## config.mk

```make
export PLATFORM = sky130hd
export DESIGN_NAME = pio_in_edge_irq_flat
export DESIGN_NICKNAME = d
export VERILOG_FILES = /design/src/rtl/pio_in_edge_irq_if.sv /design/src/rtl/pio_in_edge_irq.sv /design/src/flat_wrapper.sv
export SDC_FILE = /design/constraint.sdc
export NUM_CORES = 1
export LEC_CHECK = 0
export CAP_MARGIN = 20
export CORE_MARGIN = 4
export CORE_UTILIZATION = 34
export DETAILED_ROUTE_END_ITERATION = 6
export GPL_TIMING_DRIVEN = 0
export PLACE_DENSITY = 0.78
export SKIP_CTS_REPAIR_TIMING = 1
export SYNTH_ARGS = -nofsm -noshare
export SYNTH_HDL_FRONTEND = slang
export SYNTH_SLANG_ARGS = --single-unit
```

## constraint.sdc

```tcl
create_clock -name clk -period 1.2 [get_ports clk]
set_input_delay 0.12 -clock clk [delete_from_list [all_inputs] [get_ports clk]]
set_output_delay 0.12 -clock clk [all_outputs]
set_load 0.05 [all_outputs]
```

## src/rtl/pio_in_edge_irq_if.sv

```systemverilog
`default_nettype none
// ============================================================================
// Module  : pio_in_edge_irq_if
// Brief   : Avalon-MM slave bus bundle for the edge-capturing input PIO.
// Revision: 1.0 - initial release
// ============================================================================
interface pio_in_edge_irq_if;
    logic [1:0]  address;
    logic        chipselect;
    logic        write_n;
    logic [31:0] writedata;
    logic [31:0] readdata;

    modport master (
        output address,
        output chipselect,
        output write_n,
        output writedata,
        input  readdata
    );

    modport slave (
        input  address,
        input  chipselect,
        input  write_n,
        input  writedata,
        output readdata
    );
endinterface
`default_nettype wire

```

## src/rtl/pio_in_edge_irq.sv

```systemverilog
`default_nettype none
// ============================================================================
// Module  : pio_in_edge_irq
// Brief   : Input PIO with 2-flop sync, per-bit edge capture and masked irq.
//           Optional debounce stage enabled by defining PIO_DEBOUNCE_EN.
// Revision: 1.0 - initial release
// ============================================================================
module pio_in_edge_irq #(
    parameter int               WIDTH           = 4,
    parameter int               EDGE_TYPE       = 1,
    parameter logic [WIDTH-1:0] RESET_VALUE     = {WIDTH{1'b1}},
    parameter int               DEBOUNCE_CYCLES = 16
) (
    input  logic             clk,
    input  logic             reset_n,
    pio_in_edge_irq_if.slave bus,
    input  logic [WIDTH-1:0] in_port,
    output logic             irq
);

    localparam logic [1:0] c_addr_data = 2'd0;
    localparam logic [1:0] c_addr_mask = 2'd2;
    localparam logic [1:0] c_addr_cap  = 2'd3;

    logic [WIDTH-1:0] r_s1;
    logic [WIDTH-1:0] r_s2;
    logic [WIDTH-1:0] w_data;
    logic [WIDTH-1:0] r_prev;
    logic [WIDTH-1:0] w_event;
    logic [WIDTH-1:0] w_clr;
    logic [WIDTH-1:0] r_edge_cap;
    logic [WIDTH-1:0] r_irq_mask;
    logic [31:0]      w_readdata;
    logic             w_wr_en;
    logic             w_wr_mask;
    logic             w_wr_cap;
    logic             w_unused;

    assign w_wr_en   = bus.chipselect && !bus.write_n;
    assign w_wr_mask = w_wr_en && (bus.address == c_addr_mask);
    assign w_wr_cap  = w_wr_en && (bus.address == c_addr_cap);
    assign w_unused  = ^bus.writedata;

    // Two-stage synchroniser for the asynchronous board inputs.
    always_ff @(posedge clk or negedge reset_n) begin
        if (!reset_n) begin
            r_s1 <= RESET_VALUE;
            r_s2 <= RESET_VALUE;
        end else begin
            r_s1 <= in_port;
            r_s2 <= r_s1;
        end
    end

`ifdef PIO_DEBOUNCE_EN
    localparam int                c_cnt_w   = $clog2(DEBOUNCE_CYCLES);
    localparam logic [c_cnt_w-1:0] c_cnt_max = c_cnt_w'(DEBOUNCE_CYCLES - 1);

    // A bit only follows the synchroniser once it has disagreed for
    // DEBOUNCE_CYCLES consecutive cycles.
    for (genvar i = 0; i < WIDTH; i++) begin : g_debounce
        logic [c_cnt_w-1:0] r_cnt;
        logic               r_db;

        always_ff @(posedge clk or negedge reset_n) begin
            if (!reset_n) begin
                r_cnt <= '0;
                r_db  <= RESET_VALUE[i];
            end else if (r_s2[i] == r_db) begin
                r_cnt <= '0;
            end else if (r_cnt == c_cnt_max) begin
                r_db  <= r_s2[i];
                r_cnt <= '0;
            end else begin
                r_cnt <= r_cnt + 1'b1;
            end
        end

        assign w_data[i] = r_db;
    end
`else
    assign w_data = r_s2;
`endif

    always_ff @(posedge clk or negedge reset_n) begin
        if (!reset_n) begin
            r_prev <= RESET_VALUE;
        end else begin
            r_prev <= w_data;
        end
    end

    if (EDGE_TYPE == 0) begin : g_edge_rise
        assign w_event = w_data & ~r_prev;
    end else if (EDGE_TYPE == 1) begin : g_edge_fall
        assign w_event = ~w_data & r_prev;
    end else begin : g_edge_any
        assign w_event = w_data ^ r_prev;
    end

    assign w_clr = w_wr_cap ? bus.writedata[WIDTH-1:0] : '0;

    // Event is OR-ed after the clear so a coincident edge is never lost.
    always_ff @(posedge clk or negedge reset_n) begin
        if (!reset_n) begin
            r_edge_cap <= '0;
        end else begin
            r_edge_cap <= (r_edge_cap & ~w_clr) | w_event;
        end
    end

    always_ff @(posedge clk or negedge reset_n) begin
        if (!reset_n) begin
            r_irq_mask <= '0;
        end else if (w_wr_mask) begin
            r_irq_mask <= bus.writedata[WIDTH-1:0];
        end
    end

    assign irq = |(r_edge_cap & r_irq_mask);

    always_comb begin
        w_readdata = '0;
        case (bus.address)
            c_addr_data: w_readdata[WIDTH-1:0] = w_data;
            c_addr_mask: w_readdata[WIDTH-1:0] = r_irq_mask;
            c_addr_cap:  w_readdata[WIDTH-1:0] = r_edge_cap;
            default:     w_readdata            = '0;
        endcase
    end

    assign bus.readdata = w_readdata;

endmodule
`default_nettype wire

```

## src/flat_wrapper.sv

```systemverilog
// flat-port wrapper written by rule: the top's interface ports become plain ports
module pio_in_edge_irq_flat 
#(
    parameter int               WIDTH           = 4,
    parameter int               EDGE_TYPE       = 1,
    parameter logic [WIDTH-1:0] RESET_VALUE     = {WIDTH{1'b1}},
    parameter int               DEBOUNCE_CYCLES = 16
)
  (clk, reset_n, in_port, irq, bus_address, bus_chipselect, bus_write_n, bus_writedata, bus_readdata);
  pio_in_edge_irq_if bus_i ();
  input  logic clk;
  input  logic reset_n;
  input  logic [WIDTH-1:0] in_port;
  output logic irq;
  input wire logic [$bits(bus_i.address)-1:0] bus_address;
  input wire logic [$bits(bus_i.chipselect)-1:0] bus_chipselect;
  input wire logic [$bits(bus_i.write_n)-1:0] bus_write_n;
  input wire logic [$bits(bus_i.writedata)-1:0] bus_writedata;
  output wire logic [$bits(bus_i.readdata)-1:0] bus_readdata;
  assign bus_i.address = bus_address;
  assign bus_i.chipselect = bus_chipselect;
  assign bus_i.write_n = bus_write_n;
  assign bus_i.writedata = bus_writedata;
  assign bus_readdata = bus_i.readdata;
  pio_in_edge_irq #(.WIDTH(WIDTH), .EDGE_TYPE(EDGE_TYPE), .RESET_VALUE(RESET_VALUE), .DEBOUNCE_CYCLES(DEBOUNCE_CYCLES)) u_core (.clk(clk), .reset_n(reset_n), .bus(bus_i), .in_port(in_port), .irq(irq));
endmodule
```

Word-level counts from Yosys, hierarchy flattened
Cells that the tools add are included.

operators by class
  add/sub/neg operators = 0
  $mul = 0
  divide/modulo/power cells = 0
  magnitude comparators = 0
  equality and inequality tests = 2
  shifts and indexed selects = 0
  mux-type cells = 2
  bitwise logic cells = 6
  reduce and logical (&&, ||, !) cells = 6

operators by type and width
  kind                                  number
  4-bit AND                             3
  4-bit case mux with 3 select lines    1
  4-bit NOT                             2
  2-bit == test, second input constant  2
  4-bit two-way mux                     1
  4-bit OR                              1
  4-bit OR reduction                    1
  1-bit logical AND                     3
  2-bit logical NOT                     1
  1-bit logical NOT                     1

storage, ports and cells
  flip-flop bits (word level) = 20
  bits in latches = 0
  memory bits (writable) = 0
  ROM bits = 0
  bits of input ports = 42
  output and inout bits = 33
  word-level logic and storage cells = 21
  memories = 0

Logic depth before layout (Yosys ltp)
  depth after elaboration = 7
  mapped depth = 3
  mapped depth without buffers = 2

Least setup slack after synthesis
No wires, ideal clock.

  path type = register to output
  from = reg u_core.r_edge_cap[1]
  to = out bus_readdata[1]
  arrival time = 1,068 ps
  data required time = 1,080 ps
  setup slack = 12 ps
  stages on the path, launching flop included = 3
  buffers on the path = 0
  path through = dfrtp_1 -> mux2_1 -> a22o_1

on the way
  cells in the longest elaborated chain, start to end = 1

ends and longest elaborated chain
  element                             line                    text
  start: declaration                  pio_in_edge_irq.sv:31   logic [WIDTH-1:0] r_edge_cap;
  start signal: assignment            pio_in_edge_irq.sv:108  r_edge_cap <= (r_edge_cap & ~w_clr) | w_event;
  4-bit case mux with 3 select lines  pio_in_edge_irq.sv:124  case (bus.address)
  end: declaration                    flat_wrapper.sv:19      output wire logic [$bits(bus_i.readdata)-1:0] bus_readdata;

Every way passes these cells.

Final worst setup path
  from = reg u_core.r_irq_mask[1]
  to = out bus_readdata[1]

on the way
  cells in the longest elaborated chain, start to end = 1

ends and longest elaborated chain
  element                             line                    text
  start: declaration                  pio_in_edge_irq.sv:32   logic [WIDTH-1:0] r_irq_mask;
  start signal: assignment            pio_in_edge_irq.sv:116  r_irq_mask <= bus.writedata[WIDTH-1:0];
  4-bit case mux with 3 select lines  pio_in_edge_irq.sv:124

Every way passes these cells.

==> results.md <==
- Slew at the pin closest to its max-slew limit: approximately 0.85 ns
- Die width: around 63 um
- Ratio of cells with drive above 1 in the final layout: 0.4672
- Crit-path max FO: 3
- Leading area contributor after synthesis: dfstp_2
- GR Util met1: 0.1134
- Fill count: between 200 and 300
- Area delta synth->final: 38.16%
- Critical Path Start Type: flip-flop
- Synth area leaders: dfstp_2, buf_4, dfrtp_1, mux2_4, a22o_1
- Gr usage total: 0.09913
- Met2 Resource Use GR: 0.1491
- Slew Limit Headroom: 0.4330
- M3 GR Usage: 0.04856
- Overall Power: approximately 0.0017 W
- Final setup fails: 5
- Cell depth of the worst flop-to-flop path: 4
- Worst Skew: 0.008869 ns
- Fin nets: 180
- Crit path arrival time: 1.38 ns
- Slew Viols, Final: 0
- DR WL/cell: 10.95 um
- Clk slew on worst S/H paths: 0.11 ns
- Peak supply drop: 705.4 uV
- Placeable Area: 2805 sq um
- Cell with the most instances after synthesis: buf_4
- Failing checks: setup timing
- P_leak: 0.7431 nW
- Max Cap Viol: 0
- Placement Rows: 19
- First-pass GRT wire length: 3091 um
- WS Path Type: reg2out
- P per Cell Area: 1217 nW/um^2
- Synth Register Bits: 20
- Initial antenna violation count: 0
- Ys flop type: dfstp_2
- Routability Congestion: 0.7826
- Dpl hpwl: 1445 um
- Initial Util: 0.3635
- Crit end category: primary output
- Number of vias per cell: 4.095
- Drt first pass iters: 4
- Status: complete, but fails checks
- Critical Path RT: 1.08 ns
- Hold path cells: 1
- Post-synth top cells: buf_4, dfstp_2, dfrtp_1, inv_1
- I/O pin cnt: 75
- Fraction of registers with async set/reset: 1.000
- Number of synthesized flops with an enable pin: 0
- Ys Warns: 0
- Gr ovfl total: 0
- Cell area after layout: 1409 sq um
- Number of global-route vias before repair: 650
- Min cycle time layout: ~1.5 ns
- DRT iter0 DRCs: 14
- Residual DRC: 0
- Setup ws final: -0.2969 ns
- Via count: 688
- Dpl cell area: 1330 sq um
- Total CTS buffers: 3
- Average size of a mapped cell: between 10 and 15 sq um
- Clock Latency Late Sink: about 0.30 ns
- Post-synth top area share: 0.3092
- Clock Sinks: 20
- CTS tree: done
- Hold WC Path Type: in2reg
- Post-route ant nets: 0
- Synth Instances: 84
- I/O Buffers: 17
- Fmax: 0.6680 GHz
- # H-tree levels: 1
- Die area: 3939 sq um
- Hold Vio Cnt, Final: 0
- Register area: slightly above 500 sq um
- GR peak layer: met2
- Largest net degree at the start of global routing: 21
- Synthesized cell area: 1020 sq um
- WL final: 1839 um
- Post-synthesis sequential area ratio: 0.5055
- Antenna diode count: 0
- Yosys cell types: 17
- Root Driver: clkbuf_4
- RSZ-0062 raised after global routing: true
- CTS Buffer Depth: 2
- Final Cycle Share: 1.247
- Area occupied by multi-input gates: 360.3 sq um
- Chip height: 62.77 um
==> state kept, by name, indices dropped and copies added, names as in the netlist <==
| name | cells |
|---|---|
| u_core.r_prev | 4 |
| u_core.r_irq_mask | 4 |
| u_core.r_s1 | 4 |
| u_core.r_edge_cap | 4 |
| u_core.r_s2 | 4 |
==> metrics by stage <==
stage	std cells	setup slack [ns]	hold slack (ns)	setup TNS, ns	utilization
after CTS	163	-0.9444	0.2013	-4.384	0.4835
after detailed placement	159	-0.9419	0.3485	-6.162	0.4741
after global routing	168	-0.3469	0.1844	-1.545	0.5022
final	168	-0.2969	0.2088	-1.194	0.5022
after floorplan	111	0.01222	-0.1756	0	-
after global placement	159	-0.9164	0.3457	-5.752	0.4741
==> final timing paths <==
| check | from | to | slack (ns) |
|---|---|---|---|
| min in group asynchronous | reset_n | u_core.r_irq_mask[0] | 0.29 |
| worst max register to register | u_core.r_edge_cap[3] | u_core.r_edge_cap[3] | 0.26 |
| worst max-delay path | u_core.r_irq_mask[1] | bus_readdata[1] | -0.30 |
| worst min-delay path | in_port[0] | u_core.r_s1[0] | 0.21 |
| max in group asynchronous | reset_n | u_core.r_irq_mask[2] | 0.38 |
| worst min register to register | u_core.r_s1[1] | u_core.r_s2[1] | 0.35 |
==> worst max-delay path, cell delays in order, from the launching register on <==
cell and delay [ns]:
dfrtp_1 0.41, mux2_4 0.28, a22o_1 0.23, buf_6 0.16
==> cells in the final DEF (no fill, tap or decap) <==
master           count
dfstp_2             12
nand2b_1             4
mux2_4               5
clkbuf_1             1
buf_6                6
a22oi_1              2
and4bb_4             1
nand2_1              1
clkdlybuf4s50_1     11
o221ai_1             4
inv_1                8
nor2_2               1
a22o_1               4
clkbuf_4             3
conb_1              28
mux2_2               3
buf_4               33
dfrtp_1              8
and4b_1              1
dlymetal6s2s_1       1
==> power by group <==
part	leakage [nW]	internal (W)	switching (W)
clock	0.0150	0.000130	0.000197
combinational	0.518	0.000243	0.000362
sequential	0.210	0.000744	0.0000382
total	0.743	0.00112	0.000597
==> cell type report <==
class / count / area share
tap: 31 / 0.02753
buffer: 29 / 0.1572
inverter: 8 / 0.02131
multi-input combinational: 54 / 0.2558
sequential: 20 / 0.3659
clock buffer: 4 / 0.01865
timing repair buffer: 22 / 0.1536
==> routing by layer <==
metal	up-vias	wire length, um
met3	4	244
li1	331	-
met1	311	700
met2	42	853
met4	0	40
met5	-	0
==> cell families (layout without fill, tap and decap cells) <==
| logic type | count (synthesis) | count (layout) | synth area share |
|---|---|---|---|
| and+or+nand+nor | 8 | 8 | 0.05766 |
| DFF | 20 | 20 | 0.5055 |
| muxes | 8 | 8 | 0.1031 |
| AOI/OAI and AO/OA | 10 | 10 | 0.08342 |
| buffers and inverters | 37 | 63 | 0.2466 |
| other | 1 | 28 | 0.003677 |
(Power assumes the default switching activity.)
